### config.mk
export PLATFORM = sky130hd
export DESIGN_NAME = minx_bus_arbiter
export DESIGN_NICKNAME = d
export VERILOG_FILES = /design/src/rtl/minx_pkg.sv /design/src/rtl/minx_bus_arbiter_rr_pick.sv /design/src/rtl/minx_bus_arbiter.sv
export SDC_FILE = /design/constraint.sdc
export NUM_CORES = 1
export LEC_CHECK = 0
export ABC_AREA = 1
export CAP_MARGIN = 30
export CORE_ASPECT_RATIO = 1.25
export CORE_MARGIN = 4
export CORE_UTILIZATION = 25
export DETAILED_ROUTE_END_ITERATION = 6
export DONT_BUFFER_PORTS = 1
export HOLD_SLACK_MARGIN = 0.06
export PLACE_DENSITY = 0.45
export SYNTH_ARGS = -nofsm -noshare
export SYNTH_HDL_FRONTEND = slang
export SYNTH_SLANG_ARGS = --single-unit
export TNS_END_PERCENT = 1
### constraint.sdc
create_clock -name clk -period 1.5 [get_ports clk]
set_input_delay 0.225 -clock clk [delete_from_list [all_inputs] [get_ports clk]]
set_output_delay 0.225 -clock clk [all_outputs]
set_load 0.05 [all_outputs]
### src/rtl/minx_pkg.sv
// Shared minx bus definitions: CPU bus command codes and the bus arbiter state type.
package minx_pkg;

  localparam logic [1:0] BUS_COMMAND_IDLE      = 2'd0;
  localparam logic [1:0] BUS_COMMAND_IRQ_READ  = 2'd1;
  localparam logic [1:0] BUS_COMMAND_MEM_WRITE = 2'd2;
  localparam logic [1:0] BUS_COMMAND_MEM_READ  = 2'd3;

  typedef enum logic [2:0] {
    IDLE,
    REQ,
    GRANT,
    HANDOFF,
    RELEASE
  } arb_state_t;

endpackage

### src/rtl/minx_bus_arbiter_rr_pick.sv
// Combinational round-robin selector: first set request at or after rr_ptr, wrapping.
module rr_pick #(
  parameter int NUM_REQ = 2,
  parameter int ID_W    = 2
) (
  input  logic [NUM_REQ-1:0] req,
  input  logic [ID_W-1:0]    rr_ptr,
  output logic [ID_W-1:0]    winner,
  output logic               any
);

  // Scan from farthest to nearest so the closest request to rr_ptr is written last.
  always_comb begin
    winner = '0;
    any    = |req;
    for (int k = NUM_REQ - 1; k >= 0; k--) begin
      if ((req & (NUM_REQ'(1) << ((int'(rr_ptr) + k) % NUM_REQ))) != '0)
        winner = ID_W'((int'(rr_ptr) + k) % NUM_REQ);
    end
  end

endmodule

### src/rtl/minx_bus_arbiter.sv
// Round-robin arbiter sharing the s1c88 system bus among DMA-style masters.
// Optional grant hold limit enabled by defining MINX_ARB_TIMEOUT_EN.
module minx_bus_arbiter
  import minx_pkg::*;
#(
  parameter int          NUM_REQ  = 2,
  parameter int          ID_W     = 2,
  parameter logic [15:0] MAX_HOLD = 16'd4096
) (
  input  logic                  clk,
  input  logic                  reset,
  input  logic                  clk_ce,
  input  logic [NUM_REQ-1:0]    m_req,
  output logic [NUM_REQ-1:0]    m_grant,
  input  logic [24*NUM_REQ-1:0] m_address,
  input  logic [8*NUM_REQ-1:0]  m_data,
  input  logic [NUM_REQ-1:0]    m_read,
  input  logic [NUM_REQ-1:0]    m_write,
  input  logic [2*NUM_REQ-1:0]  m_bus_status,
  output logic                  bus_request,
  input  logic                  bus_ack,
  output logic [23:0]           address_out,
  output logic [7:0]            data_out,
  output logic                  read,
  output logic                  write,
  output logic [1:0]            bus_status,
  output logic [ID_W-1:0]       owner,
  output logic                  owner_valid,
  output logic                  timeout_err
);

  if (NUM_REQ < 2 || NUM_REQ > 4 || (1 << ID_W) < NUM_REQ || MAX_HOLD == 16'd0) begin : g_bad_cfg
    $error("minx_bus_arbiter: unsupported NUM_REQ/ID_W/MAX_HOLD combination");
  end

  arb_state_t          state;
  logic [ID_W-1:0]     rr_ptr;
  logic [NUM_REQ-1:0]  elig;
  logic [ID_W-1:0]     pick_id;
  logic                pick_any;
  logic [NUM_REQ-1:0]  pick_onehot;
  logic                owner_req;
  logic                others_pending;
  logic [ID_W-1:0]     ptr_after_owner;
  logic                tmo_revoke;

  rr_pick #(
    .NUM_REQ (NUM_REQ),
    .ID_W    (ID_W)
  ) u_rr_pick (
    .req    (elig),
    .rr_ptr (rr_ptr),
    .winner (pick_id),
    .any    (pick_any)
  );

  assign pick_onehot     = NUM_REQ'(1) << pick_id;
  assign owner_req       = |(m_req & m_grant);
  assign others_pending  = |(elig & ~m_grant);
  assign ptr_after_owner = (int'(owner) >= NUM_REQ - 1) ? '0 : owner + 1'b1;

`ifdef MINX_ARB_TIMEOUT_EN
  logic [15:0]        hold_cnt;
  logic [NUM_REQ-1:0] blocked;

  // A master cut off by timeout stays masked until it lowers its request.
  assign elig       = m_req & ~blocked;
  assign tmo_revoke = (state == GRANT) && bus_ack && owner_req && (hold_cnt == MAX_HOLD - 16'd1);

  always_ff @(posedge clk or negedge reset) begin
    if (!reset) begin
      hold_cnt    <= '0;
      blocked     <= '0;
      timeout_err <= 1'b0;
    end else if (clk_ce) begin
      timeout_err <= tmo_revoke;
      hold_cnt    <= (state == GRANT) ? hold_cnt + 16'd1 : 16'd0;
      blocked     <= (blocked & m_req) | (tmo_revoke ? m_grant : '0);
    end
  end
`else
  assign elig        = m_req;
  assign tmo_revoke  = 1'b0;
  assign timeout_err = 1'b0;
`endif

  always_ff @(posedge clk or negedge reset) begin
    if (!reset) begin
      state       <= IDLE;
      m_grant     <= '0;
      bus_request <= 1'b0;
      owner       <= '0;
      owner_valid <= 1'b0;
      rr_ptr      <= '0;
    end else if (clk_ce) begin
      case (state)
        IDLE: begin
          if (|elig) begin
            bus_request <= 1'b1;
            state       <= REQ;
          end
        end
        REQ: begin
          if (!pick_any) begin
            bus_request <= 1'b0;
            state       <= RELEASE;
          end else if (bus_ack) begin
            m_grant     <= pick_onehot;
            owner       <= pick_id;
            owner_valid <= 1'b1;
            state       <= GRANT;
          end
        end
        GRANT: begin
          // CPU pulling ack mid-grant is a protocol error: hand the bus straight back.
          if (!bus_ack) begin
            m_grant     <= '0;
            owner_valid <= 1'b0;
            bus_request <= 1'b0;
            state       <= IDLE;
          end else if (!owner_req || tmo_revoke) begin
            m_grant     <= '0;
            owner_valid <= 1'b0;
            rr_ptr      <= ptr_after_owner;
            if (others_pending) begin
              state <= HANDOFF;
            end else begin
              bus_request <= 1'b0;
              state       <= RELEASE;
            end
          end
        end
        HANDOFF: begin
          if (pick_any) begin
            m_grant     <= pick_onehot;
            owner       <= pick_id;
            owner_valid <= 1'b1;
            state       <= GRANT;
          end else begin
            bus_request <= 1'b0;
            state       <= RELEASE;
          end
        end
        RELEASE: begin
          if (!bus_ack) state <= IDLE;
        end
        default: state <= IDLE;
      endcase
    end
  end

  // Master-side mux; an empty grant vector leaves the bus idle.
  always_comb begin
    address_out = '0;
    data_out    = '0;
    read        = 1'b0;
    write       = 1'b0;
    bus_status  = BUS_COMMAND_IDLE;
    for (int i = 0; i < NUM_REQ; i++) begin
      if (m_grant[i]) begin
        address_out = m_address[24*i +: 24];
        data_out    = m_data[8*i +: 8];
        read        = m_read[i];
        write       = m_write[i];
        bus_status  = m_bus_status[2*i +: 2];
      end
    end
  end

endmodule

Word-level counts from Yosys, hierarchy flattened

Cells that the tools add are included.
Widths: inputs -> output; s select.

Bits of input ports: 78
Logic and storage cells: 90
Output and inout bits: 43
Bits in registers: 10

Reductions and logical operators: 15
Bitwise operators: 7
Mux-type cells: 43
Order comparisons: 1
Equal/unequal tests: 13
$add $sub $neg: 2
Shifts and indexed selects: 3

Operator list:

| operator             | count |
|---|---|
| $mux 24              | 2 |
| $shl 1x32->2 const A | 1 |
| $mux 2               | 12 |
| $mux 3               | 8 |
| $mux 8               | 2 |
| $pmux 3 s5           | 1 |
| $mux 1               | 14 |
| $ne 2x2->1 const B   | 6 |
| $reduce_and 6->1     | 2 |
| $reduce_and 5->1     | 2 |
| $ne 3x3->1 const B   | 3 |
| $and 2x2->2          | 4 |
| $reduce_or 2->1      | 4 |
| $eq 3x2->1 const B   | 2 |
| $pmux 1 s3           | 2 |
| $pmux 2 s3           | 1 |
| $reduce_bool 2->1    | 3 |
| $reduce_bool 3->1    | 2 |
| $pmux 2 s2           | 1 |
| $reduce_and 4->1     | 1 |
| $eq 3x1->1 const B   | 1 |
| $eq 3x3->1 const B   | 1 |
| $logic_not 3->1      | 1 |
| $add 1x1->1 const B  | 2 |
| other kinds (6)      | 6 |

Depth between registers and ports, before layout

Gate-level depths: netlist of the first run.

Depth after elaboration: 11
Gate-level depth with buffers: 9
Gate-level depth less buffers: 9

By module

From an unflattened synthesis of the first run, not the netlist that was laid out.

Cells, all modules: 219
Area total of the unflattened synthesis: 1213.7 um2

Modules (own cells, without submodules):

| module           | area an instance (um2) | cells an instance | times used | seq. area each (um2) |
|---|---|---|---|---|
| minx_bus_arbiter | 1183.6                 | 213               | 1          | 275.3 |
| rr_pick          | 30.0                   | 6                 | 1          | 0.0 |

Worst setup path after synthesis of the first run

No wires, ideal clock.

Path kind: register to output
From: register m_grant[1]
To: output address_out[11]
Cell stages (with the launch flop): 5
Data required time: 1275 ps
Path slack: -391 ps
Arrival: 1666 ps
Cell sequence: dfrtp_1 > clkbuf_1 > clkbuf_1 > nand2_1 > nand2_1

Longest elaborated chain between the ends: 1

Ends and longest elaborated chain:

| item                   | line                    | source |
|---|---|---|
| start, declared        | minx_bus_arbiter.sv:14  | `output logic [NUM_REQ-1:0] m_grant,` |
| start signal, assigned | minx_bus_arbiter.sv:108 | `m_grant <= pick_onehot;` |
| start signal, assigned | minx_bus_arbiter.sv:135 | `m_grant <= pick_onehot;` |
| $mux 24                | minx_bus_arbiter.sv:160 | `if (m_grant[i]) begin` |
| end, declared          | minx_bus_arbiter.sv:22  | `output logic [23:0] address_out,` |

Every way passes these cells.

Worst setup path after layout of the first run

From: register m_grant[1]
To: output address_out[22]

Same word-level chain as after synthesis.

==> results of run 1 <==
[tightest hold or removal path, stage by stage]
cell and delay [ns]:
nand2_1 0.04, o21bai_1 0.06, nand2_1 0.06
[layout make-up]
type | instances | area (sq um)
clock buffers | 4 | 45.04
fillers | 449 | 2536
inverters | 15 | 61.31
multi-input cells | 175 | 983.4
flip-flops and latches | 9 | 227.7
well taps | 56 | 70.07
repair buffers | 15 | 240.2
[worst paths after layout]
kind	slack [ns]	endpoint
worst max register to register	0.14	owner_valid
min in group asynchronous	0.36	owner[0]
worst max-delay path	0.03	address_out[22]
max in group asynchronous	0.83	m_grant[1]
worst min register to register	0.48	rr_ptr[0]
worst min-delay path	0.20	bus_request
[flip-flops by register name, indices dropped and copies added, names as in the netlist]
signal,flops
owner_valid,1
m_grant,2
owner,1
bus_request,1
rr_ptr,1
state,3
[timing repair]
item                                    in CTS  in global routing
pin swaps                                    0                  0
resized for setup                           21                 20
gates cloned                                 0                  3
endpoints found under the setup margin      36                 36
endpoints found under the hold margin        9                  0
hold buffers                                 1                  0
[metrics by stage]
stage	std cells	hold slack, ns
after global routing	274	0.2450
after floorplan	212	-0.07059
final	274	0.2010
after detailed placement	266	-0.07037
after CTS	271	0.2058
after global placement	266	-0.07033
[logic make-up (layout without fill, tap and decap cells)]
family	after synthesis	after routing	share of synthesized area
other cells	1	2	0.003445
simple gates	170	170	0.6667
compound gates	3	3	0.01609
buf+inv	28	34	0.1069
flops	9	9	0.2069
[synthesized netlist by cell type]
master and instances:
nand2_1 107, nand3_1 43, inv_1 11, dfrtp_1 9, nor2_1 8, nand4_1 5, buf_1 4, clkbuf_1 4
inv_2 4, buf_2 3, buf_4 2, nand2_2 2, nor2_2 2, o21ai_0 2, conb_1 1, nand2_4 1
nor3_1 1, o21bai_1 1, or2_1 1
[routing by layer]
metal / part of all wire / GRT usage / wire [um]
met1: 0.36 / 0.1192 / 1522
met2: 0.53 / 0.2340 / 2257
met3: 0.11 / 0.02873 / 472
met4: 0.0061 / 0.02434 / 26
met5: 0 / 0 / 0
[report_power, final]
part	total [uW]	switching (uW)	internal (uW)
combinational	4340	3200	1150
clock	275	90.7	185
sequential	621	262	359
==> flow_metrics.env, run 1 <==
export IMPL_synth_seq_cells=9
export IMPL_drt_total_wl_um=4278
export IMPL_grt_pass1_wl_um=5112
export IMPL_place_ws_ns=0.1424
export IMPL_utilization=0.3909
export IMPL_io_buffers=0
export IMPL_area_growth_syn_to_layout_pct=49.54
export IMPL_wl_per_cell_um=15.61
export IMPL_synthesis_area_sq_mm=0.001089
export IMPL_cts_setup_buffers=0
export IMPL_worst_path_stages=5
export IMPL_drc=0
export IMPL_dpl_hpwl_um=3052
export IMPL_clockBufferDepth=2
export IMPL_critPathTopFamily="flip-flops"
export IMPL_fp_dieH_um=81.78
export IMPL_syn_area_per_cell_sq_um=5.159
export IMPL_htree_num_levels=1
export IMPL_boundaryPins=121
export IMPL_drtPass1Iterations=4
export IMPL_min_period_over_period=0.9800
export IMPL_core_area_sq_mm=0.004164
export IMPL_status="finished, final reports clean"
export IMPL_layout_common_cells="nand2_1, nand3_1, nand2_4"
export IMPL_fin_crit_ns=1.470
export IMPL_vias=1392
export IMPL_crit_path_end_kind="output port"
export IMPL_clk_latency_ns=0.23
export IMPL_worstSetupStartpoint="m_grant[1]"
export IMPL_crit_chain="clkinv_4, clkbuf_16, nand3_1, nand2_2, buf_12"
export IMPL_finalSetupViolCount=0
export IMPL_finalClockSkew_ns=0.003455
export IMPL_die_x_um=67.02
export IMPL_report_final_slew_viol_count=0
export IMPL_antenna_found_initial=0
export IMPL_synth_top_cells_by_area="nand2_1, dfrtp_1, nand3_1"
export IMPL_rows=26
export IMPL_p_per_area_mw_per_mm2=3218
export IMPL_clockRootBuffer="clkbuf_8"
export IMPL_cts_sinks=9
export IMPL_holdCritStartpoint="clk_ce"
export IMPL_ys_warn_count=0
export IMPL_synth_top_cell_area_share=0.3690
export IMPL_synth_largest_area_cell="nand2_1"
export IMPL_p_leak_uw=0.0008136
export IMPL_path_clk_slew_ns=0.04
export IMPL_crit_required_ns=1.27
export IMPL_place_gp_congestion=0.8136
export IMPL_rsz0062_at_grt="true"
export IMPL_startpoint_type="register"
export IMPL_worstHoldPathType="input pin to register"
export IMPL_tns_ns=0
export IMPL_cp_max_fo=9
export IMPL_hold_depth=3
export IMPL_finalWorstSetupSlack_ns=0.02998
export IMPL_hold_violations=0
export IMPL_drtIter0Drc=39
export IMPL_layout_nets=297
export IMPL_mostFrequentLayoutCell="nand2_1"
export IMPL_ys_seq_area_frac=0.2069
export IMPL_start_util=0.2614
export IMPL_cts_tree="yes"
export IMPL_ant_nets=0
export IMPL_drive_gt1_frac=0.2982
export IMPL_critPathMaxStageDelay_ns=0.44
export IMPL_vias_per_cell=5.080
export IMPL_ir_worst_vdd_uv=1153
export IMPL_power_uw=5238
export IMPL_r2r_start="state[0]"
export IMPL_max_freq_mhz=680.3
export IMPL_n_antenna_cell=0
export IMPL_r2r_cells=7
export IMPL_critPathKind="register to output port"
export IMPL_placedInstanceArea_sq_mm=0.001328
export IMPL_ys_types=19
export IMPL_design_area_sq_mm=0.001628
export IMPL_grt_max_degree=38
export IMPL_grt_usage=0.1171
export IMPL_cp_arrival_ns=1.25
export IMPL_path_buf_inv=3
export IMPL_crit_slowest_cell="dfrtp_2"
export IMPL_grt_pass1_vias=1209
export IMPL_drv_cap=0
export IMPL_grt_overflow_total=0
export IMPL_die_area_sq_mm=0.005481
export IMPL_cts_buffers=3
export IMPL_synthCells=211
(Power assumes the default switching activity.)
==> run 2, diff against run 1 <==
--- a/config.mk
+++ b/config.mk
@@ -12,7 +12,7 @@
 export CORE_UTILIZATION = 25
 export DETAILED_ROUTE_END_ITERATION = 6
 export DONT_BUFFER_PORTS = 1
-export HOLD_SLACK_MARGIN = 0.06
+export HOLD_SLACK_MARGIN = 0.15
 export PLACE_DENSITY = 0.45
 export SYNTH_ARGS = -nofsm -noshare
 export SYNTH_HDL_FRONTEND = slang
==> constraint.sdc (replaced) <==
create_clock -name clk -period 1.57 [get_ports clk]
set_input_delay 0.2355 -clock clk [delete_from_list [all_inputs] [get_ports clk]]
set_output_delay 0.2355 -clock clk [all_outputs]
set_load 0.05 [all_outputs]
==> run 2 against run 1 <==
Combinational power down 16%. Setup slack better by 0.019 ns. Via count shrank 2.2%. Register-to-register slack better by 0.03 ns. First-iteration DRC count is 23% lower. Sequential cell count unchanged.
==> flow_metrics.env, run 2 (synthesis gave the netlist of run 1 again) <==
export IMPL_status="finished, final reports clean"
export IMPL_finalSetupViolCount=0
export IMPL_io_buffers=0
export IMPL_drc=0
export IMPL_largest_register="state"
export IMPL_power_frac_clock=0.060
export IMPL_biggestRegsByFlops="state (3), m_grant (2)"
export IMPL_drtIter0Drc=30
export IMPL_crit_required_ns=1.33
export IMPL_holdCritStartpoint="clk_ce"
export IMPL_whs_endpoint="bus_request"
export IMPL_slew_headroom=0.6570
export IMPL_place_gp_congestion=0.8992
export IMPL_cp_max_fo=17
export IMPL_worstMarginPinSlew_ns=0.5145
export IMPL_layout_nets=296
export IMPL_drive_gt1_frac=0.2627
export IMPL_n_antenna_cell=0
export IMPL_power_frac_comb=0.802
export IMPL_min_period_over_period=0.9687
export IMPL_clk_latency_ns=0.23
export IMPL_critPathKind="register to output port"
export IMPL_r2r_start="state[0]"
export IMPL_cts_setup_buffers=0
export IMPL_p_leak_uw=0.0007640
export IMPL_fin_crit_ns=1.521
export IMPL_sequentialPowerShare=0.138
export IMPL_grt_overflow_total=0
export IMPL_worstHoldPathType="input pin to register"
export IMPL_max_freq_mhz=657.5
export IMPL_grt_pass1_wl_um=5092
export IMPL_finalClockSkew_ns=0.0008379
export IMPL_cts_tree="yes"
export IMPL_ant_nets=0
export IMPL_vias=1361
export IMPL_start_util=0.2614
export IMPL_utilization=0.3425
export IMPL_reg2reg_to="state[0]"
export IMPL_layout_common_cells="nand2_1, nand3_1, nand2_2"
export IMPL_cts_buffers=3
export IMPL_drt_total_wl_um=4012
export IMPL_finalWorstSetupSlack_ns=0.04919
export IMPL_crit_path_end_kind="output port"
export IMPL_clockRootBuffer="clkbuf_8"
export IMPL_grt_pass1_vias=1162
export IMPL_rows=26
export IMPL_r2r_cells=7
export IMPL_path_clk_slew_ns=0.05
export IMPL_rrSetupSlack_ns=0.17
export IMPL_wl_per_cell_um=14.70
export IMPL_place_ws_ns=0.2033
export IMPL_cts_sinks=9
export IMPL_hold_violations=0
export IMPL_clockBufferDepth=2
export IMPL_report_final_slew_viol_count=0
export IMPL_die_area_sq_mm=0.005481
export IMPL_startpoint_type="register"
export IMPL_p_int_uw=1339
export IMPL_die_x_um=67.02
export IMPL_dpl_hpwl_um=3158
export IMPL_htree_num_levels=1
export IMPL_drtPass1Iterations=4
export IMPL_hold_depth=3
export IMPL_power_switching_uw=3189
export IMPL_largest_reg_flops=3
export IMPL_fp_dieH_um=81.78
export IMPL_vias_per_cell=4.985
export IMPL_cp_arrival_ns=1.29
export IMPL_core_area_sq_mm=0.004164
export IMPL_p_sw_frac=0.7043
export IMPL_rsz0062_at_grt="false"
export IMPL_boundaryPins=121
export IMPL_grt_max_degree=36
export IMPL_area_growth_syn_to_layout_pct=31.03
export IMPL_mostFrequentLayoutCell="nand2_1"
export IMPL_drv_cap=0
export IMPL_ir_worst_vdd_uv=880.1
export IMPL_p_per_area_mw_per_mm2=3175
export IMPL_grt_usage=0.1167
export IMPL_antenna_found_initial=0
## run 2: changes by cell type in the layout (fill, tap and decap cells not counted), sizes merged
cell / before / now
clkbuf: 6 / 5
clkinv: 1 / 0
inv: 14 / 15
## run 2: routing by layer
metal	wire length (um)	GRT usage	vias up
li1	-	-	676
met1	1423	0.1240	600
met2	2036	0.2232	79
met5	0	0	-
met4	48	0.03651	0
met3	502	0.02599	6
## run 2: repair_timing
item	CTS	global route
hold buffers	1	0
gates resized for setup	1	11
gates cloned	0	1
pin swaps	0	1
endpoints found under the setup margin	1	35
hold endpoints to repair	9	0
## run 2: how the worst max path moves through the flow
stage | end | start
global route | address_out[7] | m_grant[1]
detailed placement | owner[0] | state[2]
global placement | m_grant[1] | state[2]
CTS | address_out[7] | m_grant[1]
finish | address_out[21] | m_grant[1]
floorplan | address_out[11] | m_grant[1]
## run 2: final cells by class
class / instances / area [sq um]
fillers: 459 / 2738
multi-input cells: 175 / 855.8
flip-flops and latches: 9 / 227.7
repair buffers: 14 / 168.9
well taps: 56 / 70.07
inverters: 15 / 58.81
clock buffers: 4 / 45.04
## run 2: metrics by stage
step | instance area, sq um | power [uW] | hold WS, ns | cells | setup TNS, ns
2_1_floorplan | 1170 | 3538 | -0.06009 | 212 | -1.996
3_3_place_gp | 1295 | 4088 | -0.05980 | 267 | 0
3_5_place_dp | 1295 | 4068 | -0.05980 | 267 | 0
4_1_cts | 1354 | 4366 | 0.1968 | 272 | 0
5_1_grt | 1426 | 4787 | 0.2336 | 273 | 0
6_report | 1426 | 4528 | 0.2006 | 273 | 0
## run 2: worst max-delay path, stage by stage, from the launching register on
cell	delay, ns
dfrtp_2	0.45
inv_4	0.10
clkbuf_16	0.17
nand3_1	0.07
nand2_1	0.11
buf_12	0.14
## run 2: power groups by stage
stage / sequential, uW / combinational, uW / clock (uW)
finish: 625 / 3630 / 270
global route: 652 / 3840 / 290
CTS: 622 / 3470 / 277
detailed placement: 622 / 3450 / 0
global placement: 619 / 3470 / 0
floorplan: 651 / 2890 / 0
